### src/rtl/regfile_pkg.sv
// Shared definitions for the multi-port register file: default geometry,
// clear-sequencer state encoding and depth derivation.
package regfile_pkg;

    localparam int DEF_DATA_W = 16;
    localparam int DEF_ADDR_W = 2;

    typedef enum logic {
        ST_IDLE  = 1'b0,
        ST_CLEAR = 1'b1
    } state_e;

    function automatic int depth_of(input int addr_w);
        return 32'sd1 << addr_w;
    endfunction

endpackage

### src/rtl/regfile_clear_seq.sv
// Clear sequencer: on request, sweeps every register address once, one per
// cycle, and closes the port write path while the sweep is running.
module regfile_clear_seq
    import regfile_pkg::*;
#(
    parameter int ADDR_W = DEF_ADDR_W
) (
    input  logic              clk,
    input  logic              rst_n,
    input  logic              i_clr_req,
    output logic              o_busy,
    output logic              o_sweep_we,
    output logic [ADDR_W-1:0] o_sweep_addr,
    output logic              o_port_wr_en
);

    localparam logic [ADDR_W-1:0] LAST_IDX = {ADDR_W{1'b1}};

    state_e            r_state;
    state_e            w_state_nxt;
    logic [ADDR_W-1:0] r_cnt;
    logic [ADDR_W-1:0] w_cnt_nxt;

    // State and sweep counter registers
    always_ff @(posedge clk or negedge rst_n) begin
        if (!rst_n) begin
            r_state <= ST_IDLE;
            r_cnt   <= {ADDR_W{1'b0}};
        end else begin
            r_state <= w_state_nxt;
            r_cnt   <= w_cnt_nxt;
        end
    end

    // Next-state and counter logic; requests arriving mid-sweep are ignored
    always_comb begin
        w_state_nxt = r_state;
        w_cnt_nxt   = r_cnt;
        case (r_state)
            ST_IDLE: begin
                if (i_clr_req) begin
                    w_state_nxt = ST_CLEAR;
                    w_cnt_nxt   = {ADDR_W{1'b0}};
                end else begin
                    w_state_nxt = ST_IDLE;
                    w_cnt_nxt   = r_cnt;
                end
            end
            ST_CLEAR: begin
                w_cnt_nxt = r_cnt + ADDR_W'(1);
                if (r_cnt == LAST_IDX) begin
                    w_state_nxt = ST_IDLE;
                end else begin
                    w_state_nxt = ST_CLEAR;
                end
            end
            default: begin
                w_state_nxt = ST_IDLE;
                w_cnt_nxt   = {ADDR_W{1'b0}};
            end
        endcase
    end

    assign o_busy       = (r_state == ST_CLEAR);
    assign o_sweep_we   = (r_state == ST_CLEAR);
    assign o_sweep_addr = r_cnt;
    assign o_port_wr_en = (r_state == ST_IDLE);

endmodule

### src/rtl/regfile_mp.sv
// One-write / two-read register file with registered write-first reads,
// optional hard-wired zero register and a sequenced array clear.
module regfile_mp
    import regfile_pkg::*;
#(
    parameter int DATA_W   = DEF_DATA_W,
    parameter int ADDR_W   = DEF_ADDR_W,
    parameter bit ZERO_REG = 1'b0
) (
    input  logic              clk,
    input  logic              rst_n,
    input  logic              we,
    input  logic [ADDR_W-1:0] w_addr,
    input  logic [DATA_W-1:0] w_data,
    input  logic [ADDR_W-1:0] r_addr1,
    input  logic [ADDR_W-1:0] r_addr2,
    output logic [DATA_W-1:0] r_data1,
    output logic [DATA_W-1:0] r_data2,
    input  logic              clr_req,
    output logic              busy,
    output logic              wr_drop
);

    localparam int DEPTH = depth_of(ADDR_W);

    logic [DATA_W-1:0] r_mem [DEPTH];

    logic              w_sweep_we;
    logic [ADDR_W-1:0] w_sweep_addr;
    logic              w_port_wr_en;
    logic              w_zero_hit;
    logic              w_eff_we;
    logic [ADDR_W-1:0] w_eff_addr;
    logic [DATA_W-1:0] w_eff_data;
    logic [DATA_W-1:0] w_rd1_nxt;
    logic [DATA_W-1:0] w_rd2_nxt;
    logic              w_drop_nxt;

    regfile_clear_seq #(
        .ADDR_W (ADDR_W)
    ) u_clear_seq (
        .clk          (clk),
        .rst_n        (rst_n),
        .i_clr_req    (clr_req),
        .o_busy       (busy),
        .o_sweep_we   (w_sweep_we),
        .o_sweep_addr (w_sweep_addr),
        .o_port_wr_en (w_port_wr_en)
    );

    // Select the single write applied this edge: the sweep has priority
    always_comb begin
        w_zero_hit = ZERO_REG && (w_addr == {ADDR_W{1'b0}});
        w_drop_nxt = we && !w_port_wr_en;
        if (w_sweep_we) begin
            w_eff_we   = 1'b1;
            w_eff_addr = w_sweep_addr;
            w_eff_data = {DATA_W{1'b0}};
        end else if (w_port_wr_en && we && !w_zero_hit) begin
            w_eff_we   = 1'b1;
            w_eff_addr = w_addr;
            w_eff_data = w_data;
        end else begin
            w_eff_we   = 1'b0;
            w_eff_addr = w_addr;
            w_eff_data = w_data;
        end
    end

    // Read muxes: zero register, then same-edge write bypass, then array
    always_comb begin
        if (ZERO_REG && (r_addr1 == {ADDR_W{1'b0}})) begin
            w_rd1_nxt = {DATA_W{1'b0}};
        end else if (w_eff_we && (w_eff_addr == r_addr1)) begin
            w_rd1_nxt = w_eff_data;
        end else begin
            w_rd1_nxt = r_mem[r_addr1];
        end
        if (ZERO_REG && (r_addr2 == {ADDR_W{1'b0}})) begin
            w_rd2_nxt = {DATA_W{1'b0}};
        end else if (w_eff_we && (w_eff_addr == r_addr2)) begin
            w_rd2_nxt = w_eff_data;
        end else begin
            w_rd2_nxt = r_mem[r_addr2];
        end
    end

    // Register array
    always_ff @(posedge clk or negedge rst_n) begin
        if (!rst_n) begin
            for (int i = 0; i < DEPTH; i++) begin
                r_mem[i] <= {DATA_W{1'b0}};
            end
        end else if (w_eff_we) begin
            r_mem[w_eff_addr] <= w_eff_data;
        end
    end

    // Registered read data and dropped-write pulse
    always_ff @(posedge clk or negedge rst_n) begin
        if (!rst_n) begin
            r_data1 <= {DATA_W{1'b0}};
            r_data2 <= {DATA_W{1'b0}};
            wr_drop <= 1'b0;
        end else begin
            r_data1 <= w_rd1_nxt;
            r_data2 <= w_rd2_nxt;
            wr_drop <= w_drop_nxt;
        end
    end

endmodule
### config.mk
export PLATFORM = sky130hd
export DESIGN_NAME = regfile_mp
export DESIGN_NICKNAME = d
export VERILOG_FILES = /design/src/rtl/regfile_pkg.sv /design/src/rtl/regfile_clear_seq.sv /design/src/rtl/regfile_mp.sv
export SDC_FILE = /design/constraint.sdc
export NUM_CORES = 1
export LEC_CHECK = 0
export CORE_MARGIN = 2
export CORE_UTILIZATION = 55
export CTS_CLUSTER_DIAMETER = 100
export DETAILED_ROUTE_END_ITERATION = 6
export GPL_TIMING_DRIVEN = 0
export PLACE_DENSITY_LB_ADDON = 0.05
export SYNTH_ARGS = -nofsm -noshare
export SYNTH_HDL_FRONTEND = slang
export SYNTH_HIERARCHICAL = 1
export SYNTH_SLANG_ARGS = --single-unit
### constraint.sdc
create_clock -name clk -period 2 [get_ports clk]
set_clock_uncertainty 0.05 [all_clocks]
set_input_delay 0.4 -clock clk [delete_from_list [all_inputs] [get_ports clk]]
set_output_delay 0.4 -clock clk [all_outputs]
set_load 0.005 [all_outputs]
==> results by group, run 1 <==
Status
  – Status: finished clean

Finish
  – Non-Filler Instances: 567
  – Sequential cell area: 2504 um2
  – Layout cells sized above 1: 0.2680
  – Fillers: 683
  – Area occupied by multi-input gates: 2196 um2
  – ANT cells: 0
  – Final Net Count: 481
  – Area Growth Syn to Fin: 21.33%
  – Final Instance Area: 5858 um2

Place
  – Final HPWL DP: 7154 um
  – Placement Setup Slack: -0.2975 ns
  – Placed cell area: 5539 um2
  – DP Cell Count: 546
  – GPL Wtd Cong: 0.7755
  – Port bufs: 55

Synthesis
  – Cell Area, Synth: 4828 um2
  – Post-Syn Area per Cell: 12.64 um2
  – Number of library cell types mapped by synthesis: 28
  – Count leader, synth: dfrtp_1
  – Post-synth top flop: dfrtp_1
  – Synth area leaders: dfrtp_1 (52%), mux4_2 (15%), o21ai_0 (6.7%), mux2_4 (6.2%), nand2_1 (5.0%)
  – Commonest cells in the synthesized netlist: dfrtp_1 (100), o21ai_0 (65), nand2_1 (64), mux4_2 (32), mux2_4 (20)
  – Yosys top cell area share: 0.5183
  – Synthesized net count: 409
  – Register bit count reported by yosys: 100
  – Gate count of the mapped netlist: 382
  – Async set or reset register ratio after synthesis: 1.000
  – Area leader, netlist: dfrtp_1
  – Sequential cell area fraction in the yosys report: 0.5183
  – Synth Warn #: 6
  – Number of synthesized flops with an enable pin: 0

Global routing
  – GRT overflow: 0
  – First-pass GRT wire length: 17530 um
  – Largest net degree at the start of global routing: 70
  – Initial antenna violation count: 0
  – Number of global-route vias before repair: 3410
  – GRT Total Usage: 0.2429

Power
  – VDD IR max: 772.6 uV
  – Int Pwr: 0.005413 W
  – Switching share of power: 0.3503
  – Clock power frac: 0.174
  – Psw: 0.002919 W
  – Comb pwr share: 0.442
  – PD cells: 1422 nW/um2
  – Sequential share of power: 0.384
  – P_leak: 2.531 nW

Routing
  – DRC: 0
  – Post-detailed-routing wire length: 10990 um
  – DRT antenna net count: 0
  – Iteration-0 DRC Markers: 154
  – Vias: 3263
  – DR vias/cell: 5.755
  – DRT Pass-1 Iters: 4
  – DR WL/cell: 19.39 um

STA
  – Worst-Margin Slew: 0.7338 ns
  – Final Setup Violations: 0
  – Final WS setup: 0.08664 ns
  – Tmin final: 1.913 ns
  – Hold Fails Final Rpt: 0
  – Max Fclk: 0.5226 GHz
  – Post-route clock period utilization: 0.9567
  – Slew Viols, Final: 0
  – Relative slew margins: 0.5108

Critical path
  – R2R setup slack: 0.09 ns
  – CP arrival: 2.12 ns
  – Crit Path Max Fanout: 7
  – CP Launch Type: flop
  – Reg-to-Reg Start: u_clear_seq/o_busy$_DFF_PN0_
  – Most used cell, CP: buf_4
  – Crit end category: flop
  – Worst Setup SP: u_clear_seq/o_busy$_DFF_PN0_
  – Crit-path max cell delay: 0.45 ns
  – Max stage delay cell, worst path: dfrtp_2
  – Worst-path cell chain: buf_4 -> and3b_1 -> a22oi_1 -> nor2_4 -> buf_4 -> mux2_2
  – Worst EP required: 2.20 ns
  – Setup Crit Path Kind: flop to flop

CTS
  – TritonCTS Buffers: 9
  – CTS clock-pin slew for the worst setup and hold paths: 0.10 ns
  – Root Driver: clkbuf_8
  – Clk_lat worst skew: 0.36 ns
  – Clock sink count: 100
  – H-tree levels: 3
  – Maximum clock path buffer count: 2
  – CTS tree: built

Flow run
  – Maxcap violations: 0

Die
  – Chip width: 97.70 um
  – Row cnt: 34
  – Starting Density: 0.5591
  – Die area: 9544 um2
  – I/O Pins: 60
  – Die Y: 97.70 um
  – Std-Cell Core Area: 8636 um2

Worst hold path
  – Hold WC Path Type: input port to asynchronous set/reset pin
-- critical path, delay by kind of cell (launching register included) --
| kind | cells | cell delay (ns) |
|---|---|---|
| and+or+nand+nor | 2 | 0.47 |
| AOI/OAI and AO/OA | 1 | 0.13 |
| muxes | 1 | 0.34 |
| DFF | 1 | 0.45 |
| buffers and inverters | 2 | 0.36 |
-- cells in the final DEF, fill, tap and decap left out, types with 2 or more instances in the layout --
master / netlist / layout
buf_12: 2 / 2
buf_2: 7 / 9
buf_4: 4 / 9
bufinv_16: 0 / 2
clkbuf_1: 14 / 4
clkbuf_2: 0 / 6
clkbuf_4: 0 / 3
clkbuf_8: 0 / 10
clkdlybuf4s50_1: 0 / 54
clkinvlp_4: 0 / 2
dfrtp_1: 100 / 99
mux2_2: 13 / 13
mux2_4: 20 / 20
mux2i_2: 0 / 2
mux4_2: 32 / 32
nand2_1: 64 / 64
nand2b_1: 17 / 17
nor2_4: 2 / 2
nor2b_1: 18 / 17
o21ai_0: 65 / 65
o21ai_2: 1 / 5
xnor2_1: 6 / 6
-- power groups by stage --
stage          registers, W  logic, W  clock network (W)
2_1_floorplan       0.00314   0.00232                  0
3_3_place_gp        0.00318   0.00345                  0
3_5_place_dp        0.00322   0.00353                  0
4_1_cts             0.00318   0.00364            0.00146
5_1_grt             0.00328   0.00401            0.00157
6_report            0.00320   0.00368            0.00145
-- sequential cells by signal, summed over array words and instances (netlist names) --
signal	count
u_clear_seq/o_busy	1
wr_drop	1
u_clear_seq/o_sweep_addr	2
r_data1	16
r_mem	64
r_data2	16
-- routing by layer --
metal	share of wire	vias to the layer above	GRT usage
met3	0.062	24	0.04604
met2	0.50	110	0.3995
met5	0	-	0
met4	0.023	0	0.1058
met1	0.41	1636	0.3180
li1	-	1493	-
-- metrics by stage --
stage                       util  power, W  setup TNS, ns  hold WS, ns
after floorplan                -  0.005454              0      0.05441
after global routing      0.6784  0.008854       -0.04501       0.4824
after detailed placement  0.6414  0.006745         -23.05       0.3243
after CTS                 0.6744  0.008287              0       0.4585
final                     0.6784  0.008332              0       0.4558
after global placement    0.6385  0.006626        -342.52       0.4237
-- path summary, 6_finish.rpt --
| kind | to | cells past startpoint |
|---|---|---|
| max | r_data2[2]$_DFF_PN0_ | 6 |
| min | r_mem[52]$_DFFE_PN0P_ | 2 |
| max reg2reg | r_data2[2]$_DFF_PN0_ | 6 |
| min reg2reg | r_mem[19]$_DFFE_PN0P_ | 2 |
| max in group asynchronous | r_mem[60]$_DFFE_PN0P_ | 3 |
| min in group clk | r_mem[19]$_DFFE_PN0P_ | 2 |
-- final cells by class --
cell class / count / area share
flip-flops and latches: 100 / 0.4274
multi-input cells: 254 / 0.3748
repair buffers: 61 / 0.1051
plain buffers: 27 / 0.03054
clock buffers: 11 / 0.02414
well taps: 108 / 0.02307
clock inverters: 5 / 0.01431
inverters: 1 / 0.0006408
-- cells by family (layout without fill, tap and decap cells) --
family          count (synthesis)  in the layout  synth area share
compound gates                 73             73           0.07930
fa+ha+maj                       1              1          0.002591
xor+xnor                        6              6           0.01088
mux                            67             67            0.2459
simple gates                  107            107            0.1096
buf+inv                        28            105           0.03343
flops                         100            100            0.5183
-- timing repair --
action                                  CTS  global route
endpoints found under the setup margin   85            81
hold buffers                              1             0
buffers inserted                          4             0
resized for setup                        12            17
pin swaps                                 2             0
hold endpoints to repair                 31             0
(Power assumes the default switching activity.)
==> inputs of run 2 (changes only) <==
- CAP_MARGIN: default -> 0
==> results of run 2 <==
Final layout, timing and power as in run 1 (identical DEF).
